===== config.mk =====
export PLATFORM = sky130hd
export DESIGN_NAME = csr_bank
export DESIGN_NICKNAME = d
export VERILOG_FILES = /design/src/rtl/csr_bank.sv
export SDC_FILE = /design/constraint.sdc
export NUM_CORES = 1
export LEC_CHECK = 0
export CORE_MARGIN = 5
export CORE_UTILIZATION = 58
export DETAILED_ROUTE_END_ITERATION = 8
export DONT_BUFFER_PORTS = 1
export PLACE_DENSITY = 0.74
export SYNTH_ARGS = -nofsm -noshare
export SYNTH_HDL_FRONTEND = slang
export SYNTH_SLANG_ARGS = --single-unit

===== constraint.sdc =====
create_clock -name clk_i -period 2.57 [get_ports clk_i]
set_input_delay 0.771 -clock clk_i [delete_from_list [all_inputs] [get_ports clk_i]]
set_output_delay 0.771 -clock clk_i [all_outputs]
set_load 0.03 [all_outputs]

===== src/rtl/csr_bank.sv =====
// Register bank with read/write config regs, read-only status regs and an asynchronous write strobe.
// Optional event/mask interrupt registers are enabled by defining CSR_BANK_IRQ_EN.
module csr_bank #(
    parameter int unsigned ADDR_WIDTH     = 7,
    parameter int unsigned DATA_WIDTH     = 8,
    parameter int unsigned NUM_CONFIG_REG = 12,
    parameter int unsigned NUM_STATUS_REG = 4,
    parameter int unsigned SYNC_STAGES    = 3,
    parameter logic [NUM_CONFIG_REG*DATA_WIDTH-1:0] CONFIG_RESET = '0,
    parameter logic [NUM_CONFIG_REG*DATA_WIDTH-1:0] CONFIG_WMASK = '1
) (
    input  logic                                 clk_i,
    input  logic                                 rst_i,
    input  logic [ADDR_WIDTH-1:0]                addr_i,
    input  logic [DATA_WIDTH-1:0]                write_data_i,
    input  logic                                 write_en_i,
    input  logic                                 read_en_i,
    output logic [DATA_WIDTH-1:0]                read_data_o,
    output logic                                 read_valid_o,
    output logic                                 write_ack_o,
    output logic [DATA_WIDTH*NUM_CONFIG_REG-1:0] config_bus_o,
    input  logic [DATA_WIDTH*NUM_STATUS_REG-1:0] status_bus_i,
    input  logic [DATA_WIDTH-1:0]                event_i,
    output logic                                 irq_o
);

    if (SYNC_STAGES < 2) begin : gen_bad_sync
        $error("SYNC_STAGES must be at least 2");
    end

    localparam int unsigned EvtAddr  = NUM_CONFIG_REG + NUM_STATUS_REG;
    localparam int unsigned MaskAddr = EvtAddr + 1;
    localparam logic [NUM_CONFIG_REG-1:0][DATA_WIDTH-1:0] WMask = CONFIG_WMASK;

    logic [31:0] addr_w;
    assign addr_w = 32'(addr_i);

    // Write strobe synchronizer; vld_q marks stages holding real samples taken after reset,
    // and arm_q blocks pulses until a genuine low has been seen (no pulse for a write held
    // across reset).
    logic [SYNC_STAGES-1:0] sync_q;
    logic [SYNC_STAGES-1:0] vld_q;
    logic                   edge_q;
    logic                   arm_q;
    logic                   wr_pulse;

    always_ff @(posedge clk_i) begin
        if (rst_i) begin
            sync_q <= '0;
            vld_q  <= '0;
            edge_q <= 1'b0;
            arm_q  <= 1'b0;
        end else begin
            sync_q <= {sync_q[SYNC_STAGES-2:0], write_en_i};
            vld_q  <= {vld_q[SYNC_STAGES-2:0], 1'b1};
            edge_q <= sync_q[SYNC_STAGES-1];
            if (vld_q[SYNC_STAGES-1] && !sync_q[SYNC_STAGES-1]) begin
                arm_q <= 1'b1;
            end
        end
    end

    assign wr_pulse = arm_q & sync_q[SYNC_STAGES-1] & ~edge_q;

    logic [NUM_CONFIG_REG-1:0][DATA_WIDTH-1:0] cfg_q, cfg_d;
    logic                                      ack_q;

    always_comb begin
        cfg_d = cfg_q;
        for (int unsigned i = 0; i < NUM_CONFIG_REG; i++) begin
            if (wr_pulse && addr_w == i) begin
                cfg_d[i] = (cfg_q[i] & ~WMask[i]) | (write_data_i & WMask[i]);
            end
        end
    end

    always_ff @(posedge clk_i) begin
        if (rst_i) begin
            cfg_q <= CONFIG_RESET;
            ack_q <= 1'b0;
        end else begin
            cfg_q <= cfg_d;
            ack_q <= wr_pulse;
        end
    end

    assign config_bus_o = cfg_q;
    assign write_ack_o  = ack_q;

`ifdef CSR_BANK_IRQ_EN
    logic [DATA_WIDTH-1:0] evt_q, evt_d, mask_q, mask_d;
    logic                  irq_q;

    // Event set is applied after the W1C clear so a same-cycle event wins.
    always_comb begin
        evt_d  = evt_q;
        mask_d = mask_q;
        if (wr_pulse && addr_w == EvtAddr) begin
            evt_d = evt_q & ~write_data_i;
        end
        if (wr_pulse && addr_w == MaskAddr) begin
            mask_d = write_data_i;
        end
        evt_d = evt_d | event_i;
    end

    always_ff @(posedge clk_i) begin
        if (rst_i) begin
            evt_q  <= '0;
            mask_q <= '0;
            irq_q  <= 1'b0;
        end else begin
            evt_q  <= evt_d;
            mask_q <= mask_d;
            irq_q  <= |(evt_q & mask_q);
        end
    end

    assign irq_o = irq_q;
`else
    logic unused_event;
    assign unused_event = ^event_i;
    assign irq_o        = 1'b0;
`endif

    logic [DATA_WIDTH-1:0] rd_mux;

    always_comb begin
        rd_mux = '1;
        for (int unsigned i = 0; i < NUM_CONFIG_REG; i++) begin
            if (addr_w == i) begin
                rd_mux = cfg_q[i];
            end
        end
        for (int unsigned i = 0; i < NUM_STATUS_REG; i++) begin
            if (addr_w == NUM_CONFIG_REG + i) begin
                rd_mux = status_bus_i[i*DATA_WIDTH +: DATA_WIDTH];
            end
        end
`ifdef CSR_BANK_IRQ_EN
        if (addr_w == EvtAddr) begin
            rd_mux = evt_q;
        end
        if (addr_w == MaskAddr) begin
            rd_mux = mask_q;
        end
`endif
    end

    logic                  rd_vld1_q;
    logic [DATA_WIDTH-1:0] rd_data1_q;
    logic                  read_valid_q;
    logic [DATA_WIDTH-1:0] read_data_q;

    always_ff @(posedge clk_i) begin
        if (rst_i) begin
            rd_vld1_q    <= 1'b0;
            rd_data1_q   <= '0;
            read_valid_q <= 1'b0;
            read_data_q  <= '0;
        end else begin
            rd_vld1_q    <= read_en_i;
            if (read_en_i) begin
                rd_data1_q <= rd_mux;
            end
            read_valid_q <= rd_vld1_q;
            if (rd_vld1_q) begin
                read_data_q <= rd_data1_q;
            end
        end
    end

    assign read_data_o  = read_data_q;
    assign read_valid_o = read_valid_q;

endmodule

After elaboration in Yosys (flattened, before gate mapping)
Index checks and enable logic that the tools add are counted.

Register bits after elaboration: 123. Latch bits: 0. RAM bits: 0. ROM bits: 0. Output and inout port bits: 107. Memories: 0.

Add/sub/neg operators: 0. Multipliers: 0. Div/mod/pow operators: 0. Order comparisons: 0. Eq/ne operators: 15. Shift operators: 0. Mux-type cells: 17. Bitwise logic cells: 3. Reductions and logical operators: 15.

Operator list (count): 8-bit 2-to-1 mux (16); 7-bit by 4-bit equality test with 1-bit output (second input constant) (8); 32-bit logical NOT (1); 7-bit by 3-bit equality test with 1-bit output (second input constant) (4); 7-bit by 2-bit equality test with 1-bit output (second input constant) (2); 1-bit logical AND (13); 7-bit by 1-bit equality test with 1-bit output (second input constant) (1); 1-bit bitwise AND (2); 1-bit logical NOT (1); 1-bit 2-to-1 mux (1); 1-bit NOT (1).

Depth between registers and ports, before layout
Gate-level depths: netlist (run 1).

Depth in word-level cells: 17. Depth in mapped cells: 8. Depth with buffers taken out: 5.

Worst setup path after synthesis (run 1)
OpenSTA, ideal clock, no wires.

Kind: in2reg. Start point: input port addr_i[5]. End point: register cfg_q (netlist bit config_bus_o[93]). Setup time: 0.128 ns. Data arrival time: 2.090 ns. Path slack: 0.352 ns. Stages: 7. Path through: or3_1 -> buf_6 -> or2_2 -> buf_6 -> nor2_8 -> mux2i_1 -> nor2_1.

Word-level cells in the longest chain between the ends: 2.

Ends and longest elaborated chain: from (decl) (RTL line 14) `input logic [ADDR_WIDTH-1:0] addr_i,`; 7-bit by 4-bit equality test with 1-bit output (RTL line 71) `if (wr_pulse && addr_w == i) begin`; 1-bit logical AND (RTL line 71); to (signal assigned) (RTL line 82) `cfg_q <= cfg_d;`; to (decl) (RTL line 65) `logic [NUM_CONFIG_REG-1:0][DATA_WIDTH-1:0] cfg_q, cfg_d;`.

No other way between the ends. A chain may end at the register's enable or synchronous reset.

Worst setup path in the final report (run 1)
Start point: register cfg_q (netlist bit config_bus_o[37]). End point: output port config_bus_o[37].

RTL lines: to (decl) (RTL line 21) `output logic [DATA_WIDTH*NUM_CONFIG_REG-1:0] config_bus_o,`.

No word-level cell between the ends.

==> results.txt, run 1 <==
----------------------------------------------------
[Status]
  Outcome ... complete, no violations

[Synthesis]
  Cell types with the largest area share after synthesis ... dfxtp_1 (41%), mux2i_1 (18%), nor2_1 (7.4%)
  Top FF cell, synth ... dfxtp_1
  Post-Synth Simple-Gate Area ... 18.47%
  Synthesized area per cell ... 9.213 um^2
  Post-synthesis adder-cell area fraction ... 0%
  Number of instances in the synthesized netlist ... around 650
  Yosys synthesis warning count ... 0
  Multiplexer share of the synthesized area ... 21.18%
  Syn_nets ... about 710
  Combinational family with the most area after synthesis ... multiplexers
  Distinct cell type count of the synthesized netlist ... 70
  Xor/xnor cell area share of the yosys netlist ... 0%
  Number of flip-flops and latches in the synthesized netlist ... 123
  Post-synth top area cell ... dfxtp_1
  Area fraction of the dominant cell type after synthesis ... between 40% and 50%
  Post-synthesis async set-or-reset flop share ... 0%
  Fraction of the yosys area taken by sequential cells ... 41.31%
  Post-synthesis compound-gate area fraction ... 13.83%
  Number of enable-type register cells in the synthesized netlist ... 0
  Synthesized cell area ... slightly below 6000 um^2

[CTS]
  TritonCTS buffer count ... 17
  # clock sinks ... 123
  PostCTS Resize Cnt ... 0
  Clock transition at the registers of the reported paths ... 0.06 ns
  Setup repair bufs after CTS ... 0
  H-Tree Level Count ... 4
  Maximum clock path buffer count ... 2
  Later-pin clock latency in the skew report ... about 0.53 ns
  Clock tree from TritonCTS ... yes
  Clk root buf ... clkbuf_8
  Number of buffers inserted for hold repair after clock tree synthesis ... 0

[STA]
  Fin Clk Skew ... 0.006854 ns
  Final count of negative-setup-slack endpoints ... 0
  Time the worst path needs with I/O delays and setup ... approximately 1.9 ns
  Pins Over Slew Limit ... 0
  Worst Max-Slew Pin Slew ... between 0.5 and 0.6 ns
  Unrepaired setup endpoints after global routing ... false
  Post-route clock period utilization ... 73.85%
  Final setup TNS ... 0 ns
  Max Freq ... 526.9 MHz
  Max-Slew Margin vs Limit ... 62.58%
  Final worst setup slack ... 0.6721 ns
  Number of hold violations in the final report ... 0

[Final layout]
  Number of antenna diodes ... 0
  Relative area change from synthesis to final layout ... 11.54%
  Fraction of final layout cells sized beyond drive strength 1 ... 12.87%
  Filler Cells Inserted ... 866
  Net count, final ... between 600 and 700

[Route]
  Final wirelength ... 18650 um
  Number of vias in the routed layout ... 5040
  Initial drt markers ... 455
  Drt first pass iters ... 5
  Average routed wire per standard cell ... between 20 and 25 um
  DRC ... 0
  Antenna viol nets, final ... 0
  Detailed-route vias per instance ... 6.453

[Die]
  Count of boundary I/O pins ... between 150 and 200
  Overall die area ... approximately 12000 um^2
  Vertical extent of the die ... 111.4 um
  Die Width ... 111.4 um
  Core area ... 10180 um^2
  Initial core utilization ... 58.53%
  Num rows ... 37

[Global route]
  First-pass GRT wire length ... 28830 um
  GRT Residual Overflow ... 0
  Global router's overall resource usage ... 29.74%
  Number of global-route vias before repair ... about 5000
  Largest net degree at the start of global routing ... 118
  Antenna violations before repair ... 0

[Placed design]
  IO buf count ... 0
  GPL Wtd Cong ... around 0.94
  Final HPWL DP ... 13260 um
  Placement Setup Slack ... around 0.17 ns

[Power and ir drop]
  Portion of total power attributed to combinational logic ... 4.4%
  Net switching power of the design ... between 900 and 1000 uW
  Internal power component ... 3612 uW
  PD cells ... 690.0 nW/um^2
  Relative contribution of the clock network to total power ... 52.9%
  Maximum ir drop on the vdd rail ... 0.0004466 V
  Switching Share ... 21.26%
  Static power due to leakage ... 0.002582 uW
  Sequential Power Share ... a little over two fifths

[Setup path]
  Maximum fanout along the worst path ... 3
  Crit Path Category ... reg2out
  Startpoint type of the worst setup path ... flop
  Type of destination of the critical path ... output port
  Required time of the critical path ... 1.80 ns
  CP Depth ... 0
  Worst reg2reg path depth ... 4
  Arrival time of data at the critical path endpoint ... 1.13 ns

[Hold path]
  Depth of the worst hold-timing path ... 1
  Worst hold path class ... in2reg

[Job]
  Count of max-cap constraint violations ... 0

----------------------------------------------------
power groups by stage:
stage                     sequential, uW  clock (uW)  combinational [uW]
after floorplan                     1990           0                 226
after global placement              2000           0                 195
after detailed placement            2000           0                 195
after CTS                           1960        2440                 197
after global routing                1960        2550                 214
final                               1960        2430                 200
layout make-up:
type / count / area (um^2) / area share (%)
multi-input combinational: 461 / 3197 / 48.08
sequential: 123 / 2462 / 37.03
clock buffer: 23 / 486.7 / 7.320
timing repair buffer: 21 / 182.7 / 2.747
tap: 136 / 170.2 / 2.559
clock inverter: 7 / 112.6 / 1.694
inverter: 10 / 37.54 / 0.5645
Yosys cell counts (5+ instances only):
cell and count:
dfxtp_1 123, nor2_1 118, mux2i_1 107, a21oi_1 29, clkbuf_1 29, o21ai_0 28
nand2_1 23, nor2b_1 15, nand2b_1 12, buf_2 10, inv_1 9, nor3_1 9
o221ai_1 8, mux4_2 6, a211o_1 5, buf_1 5, buf_4 5, mux2_2 5
o21a_1 5, o31ai_1 5
worst paths after layout:
| kind | startpoint | endpoint | slack [ns] |
|---|---|---|---|
| setup / recovery | config_bus_o[37] | config_bus_o[37] | 0.67 |
| hold / removal | rst_i | vld_q[2] | 0.32 |
| setup reg to reg | config_bus_o[60] | rd_data1_q[4] | 0.69 |
| hold reg to reg | vld_q[1] | vld_q[2] | 0.44 |
flip-flops by register name (all words and copies together) (netlist names):
name	flops
config_bus_o	96
rd_data1_q	8
read_data_o	8
sync_q	3
vld_q	3
arm_q	1
edge_q	1
rd_vld1_q	1
read_valid_o	1
write_ack_o	1
routing by layer:
layer	GRT usage, %	routed length (um)
met5	0	0
met4	13.71	705
met3	10.92	2037
met2	47.89	8763
met1	35.47	7139
kinds of logic (layout without fill, tap and decap cells):
kind of cell           Yosys count  count (layout)
AO/OA/AOI/OAI                  124             124
buffers and inverters           63              61
AND/OR/NAND/NOR                218             218
flip-flops                     123             123
multiplexers                   118             118
other                            1               1
through the flow:
step / hold WS (ns) / utilization, % / area, um^2 / total power [uW] / std cells
4_1_cts: 0.3105 / 65.28 / 6649 / 4601 / 781
3_3_place_gp: 0.4250 / 59.40 / 6050 / 2195 / 751
3_5_place_dp: 0.4272 / 59.40 / 6050 / 2195 / 751
2_1_floorplan: 0.4138 / - / 5961 / 2217 / 647
5_1_grt: 0.3092 / 65.28 / 6649 / 4728 / 781
6_report: 0.3228 / 65.28 / 6649 / 4587 / 781
cell usage in the layout (no fill, tap or decap), types with 5 or more instances in the layout:
master and n:
a211o_1 5, a21oi_1 29, buf_4 19, clkbuf_16 16, clkbuf_8 6, dfxtp_1 123, inv_1 9, mux2_2 5
mux2i_1 107, mux4_2 6, nand2_1 23, nand2b_1 12, nor2_1 118, nor2b_1 15, nor3_1 8, o21a_1 5
o21ai_0 28, o221ai_1 8, o31ai_1 5
Note: power is estimated with default switching activity, not from simulation.
==> run 2, diff against run 1 <==
- CORE_UTILIZATION: 58 -> 57
- PLACE_DENSITY: 0.74 -> 0.75
- clock period: 2.57 -> 1.7 ns (I/O delays scaled with it)
==> run 2 against run 1 <==
  * Global-route usage up 2.0 points
  * Final cell count grew 13%
  * Critical path depth did not move
  * Clock-buffer cell count is 2 lower
  * Clock power is 41% higher
  * Via count increased by 7.9%
  * Routed wire length rose by 9.0%
  * Sequential power increased by 51%
  * Design area rose by 13%
  * Critical endpoint is now config_bus_o[45]
==> results.txt, run 2 (same netlist as run 1, synthesis figures left out) <==
----------------------------------------------------
[Status]
  Outcome ... complete, no violations

[Power and ir drop]
  Switching Share ... 22.81% (+1.5 points)
  Maximum ir drop on the vdd rail ... 0.0006351 V (+42%)
  Portion of total power attributed to combinational logic ... 5.2% (+0.8 points)
  PD cells ... 901.3 nW/um^2 (+31%)
  Internal power component ... 5205 uW (+44%)
  Relative contribution of the clock network to total power ... 50.9% (-2.0 points)
  Net switching power of the design ... 1538 uW (+58%)
  Static power due to leakage ... 0.003105 uW (+20%)
  Sequential Power Share ... 43.9% (+1.2 points)

[Die]
  Vertical extent of the die ... 112.3 um (+0.79%)
  Num rows ... 37 (unchanged)
  Initial core utilization ... 58.00% (-0.53 points)
  Die Width ... 112.3 um (+0.79%)
  Core area ... 10280 um^2 (+0.91%)
  Overall die area ... 12600 um^2 (+1.6%)
  Count of boundary I/O pins ... 166 (unchanged)

[Route]
  Detailed-route vias per instance ... 6.160 (-4.5%)
  Drt first pass iters ... 5 (unchanged)
  Number of vias in the routed layout ... 5439 (+7.9%)
  Final wirelength ... 20320 um (+9.0%)
  Antenna viol nets, final ... 0 (unchanged)
  DRC ... 0 (unchanged)
  Initial drt markers ... 562 (+24%)
  Average routed wire per standard cell ... 23.02 um (-3.6%)

[CTS]
  Clock transition at the registers of the reported paths ... 0.06 ns (about the same)
  TritonCTS buffer count ... 17 (unchanged)
  H-Tree Level Count ... 4 (unchanged)
  # clock sinks ... 123 (unchanged)
  Maximum clock path buffer count ... 2 (unchanged)
  Setup repair bufs after CTS ... 0 (unchanged)
  PostCTS Resize Cnt ... 0 (unchanged)
  Clock tree from TritonCTS ... yes
  Later-pin clock latency in the skew report ... 0.53 ns (about the same)
  Number of buffers inserted for hold repair after clock tree synthesis ... 0 (unchanged)
  Clk root buf ... clkbuf_8

[Final layout]
  Max FFs per register ... 96 (unchanged)
  Relative area change from synthesis to final layout ... 25.52%
  Net count, final ... 793 (+14%)
  Fraction of final layout cells sized beyond drive strength 1 ... 25.17% (+12 points)
  Commonest non-fill, non-tap cells in the layout ... dfxtp_1 (123), nor2_1 (116), buf_4 (115)
  Area of all placed cells without fillers ... 7482 um^2 (+13%)
  Commonest non-fill, non-tap cell in the layout ... dfxtp_1
  Number of antenna diodes ... 0 (unchanged)

[STA]
  Max Freq ... 611.4 MHz
  Pins Over Slew Limit ... 0 (unchanged)
  Worst Max-Slew Pin Slew ... 0.5033 ns (-0.05739 ns)
  Max-Slew Margin vs Limit ... 66.40% (+3.8 points)
  Final worst setup slack ... 0.06438 ns (-0.6078 ns)
  Post-route clock period utilization ... 96.21%
  Unrepaired setup endpoints after global routing ... false
  Fin Clk Skew ... 0.01041 ns (+0.003559 ns)
  Final setup TNS ... 0 ns (unchanged)
  Final count of negative-setup-slack endpoints ... 0 (unchanged)
  Time the worst path needs with I/O delays and setup ... 1.636 ns
  Number of hold violations in the final report ... 0 (unchanged)

[Setup path]
  Type of destination of the critical path ... output port
  Startpoint type of the worst setup path ... flop
  Maximum fanout along the worst path ... 3 (unchanged)
  Crit Path Category ... reg2out
  Arrival time of data at the critical path endpoint ... 1.13 ns (about the same)
  Required time of the critical path ... 1.19 ns (-0.61 ns)

[Placed design]
  IO buf count ... 0 (unchanged)
  Placed cell areas ... 6920 um^2 (+14%)
  Final HPWL DP ... 14340 um (+8.2%)
  Placement Setup Slack ... -0.3239 ns (-0.4908 ns)
  GPL Wtd Cong ... 0.9442 (unchanged)

[Global route]
  GRT Residual Overflow ... 0 (unchanged)
  Largest net degree at the start of global routing ... 118 (unchanged)
  Global router's overall resource usage ... 31.77% (+2.0 points)
  Antenna violations before repair ... 0 (unchanged)
  First-pass GRT wire length ... 31370 um (+8.8%)
  Number of global-route vias before repair ... 5525 (+11%)

[Hold path]
  Worst hold path class ... in2reg

[Job]
  Count of max-cap constraint violations ... 0 (unchanged)

----------------------------------------------------
run 2: cell count changes in the layout (fill, tap and decap cells not counted), moves of 3 or more:
cell	delta
buf_4	+96
clkbuf_8	-4
nand3_4	+3
nor2_4	+4
buf_12	+4
clkinv_4	+3
run 2: path summary, 6_finish.rpt:
path              slack, ns  cells after the start        startpoint                to
setup / recovery       0.06                      0  config_bus_o[45]  config_bus_o[45]
hold / removal         0.04                      1             rst_i            edge_q
setup reg to reg       0.10                      4  config_bus_o[60]     rd_data1_q[4]
hold reg to reg        0.44                      1         sync_q[0]         sync_q[1]
run 2: power groups by stage:
stage                     combinational, uW  clock, uW  sequential [uW]
after global placement                  334          0             3020
after CTS                               344       3440             2960
after global routing                    374       3600             2960
after detailed placement                341          0             3020
final                                   351       3430             2960
after floorplan                         356          0             3010
run 2: routing by layer:
| layer | track usage, % | share of wire, % | vias to the layer above |
|---|---|---|---|
| li1 | - | - | 2474 |
| met1 | 38.11 | 38 | 2590 |
| met2 | 51.81 | 48 | 319 |
| met3 | 11.81 | 12 | 56 |
| met4 | 12.42 | 2.7 | 0 |
| met5 | 0 | 0 | - |
run 2: per-stage QoR:
step,utilization (%),hold WS [ns],std cells,total power [uW]
2_1_floorplan,-,0.4138,647,3367
3_3_place_gp,67.34,0.4194,851,3354
3_5_place_dp,67.34,0.4253,851,3363
4_1_cts,72.79,0.04558,883,6744
5_1_grt,72.80,0.03539,883,6934
6_report,72.80,0.04449,883,6743
run 2: layout make-up:
class	instances	area [um^2]
clock buffer	21	439.2
tap	136	170.2
inverter	10	37.54
fill	774	2795
clock inverter	11	121.4
multi-input combinational	461	3268
sequential	123	2462
timing repair buffer	121	983.4
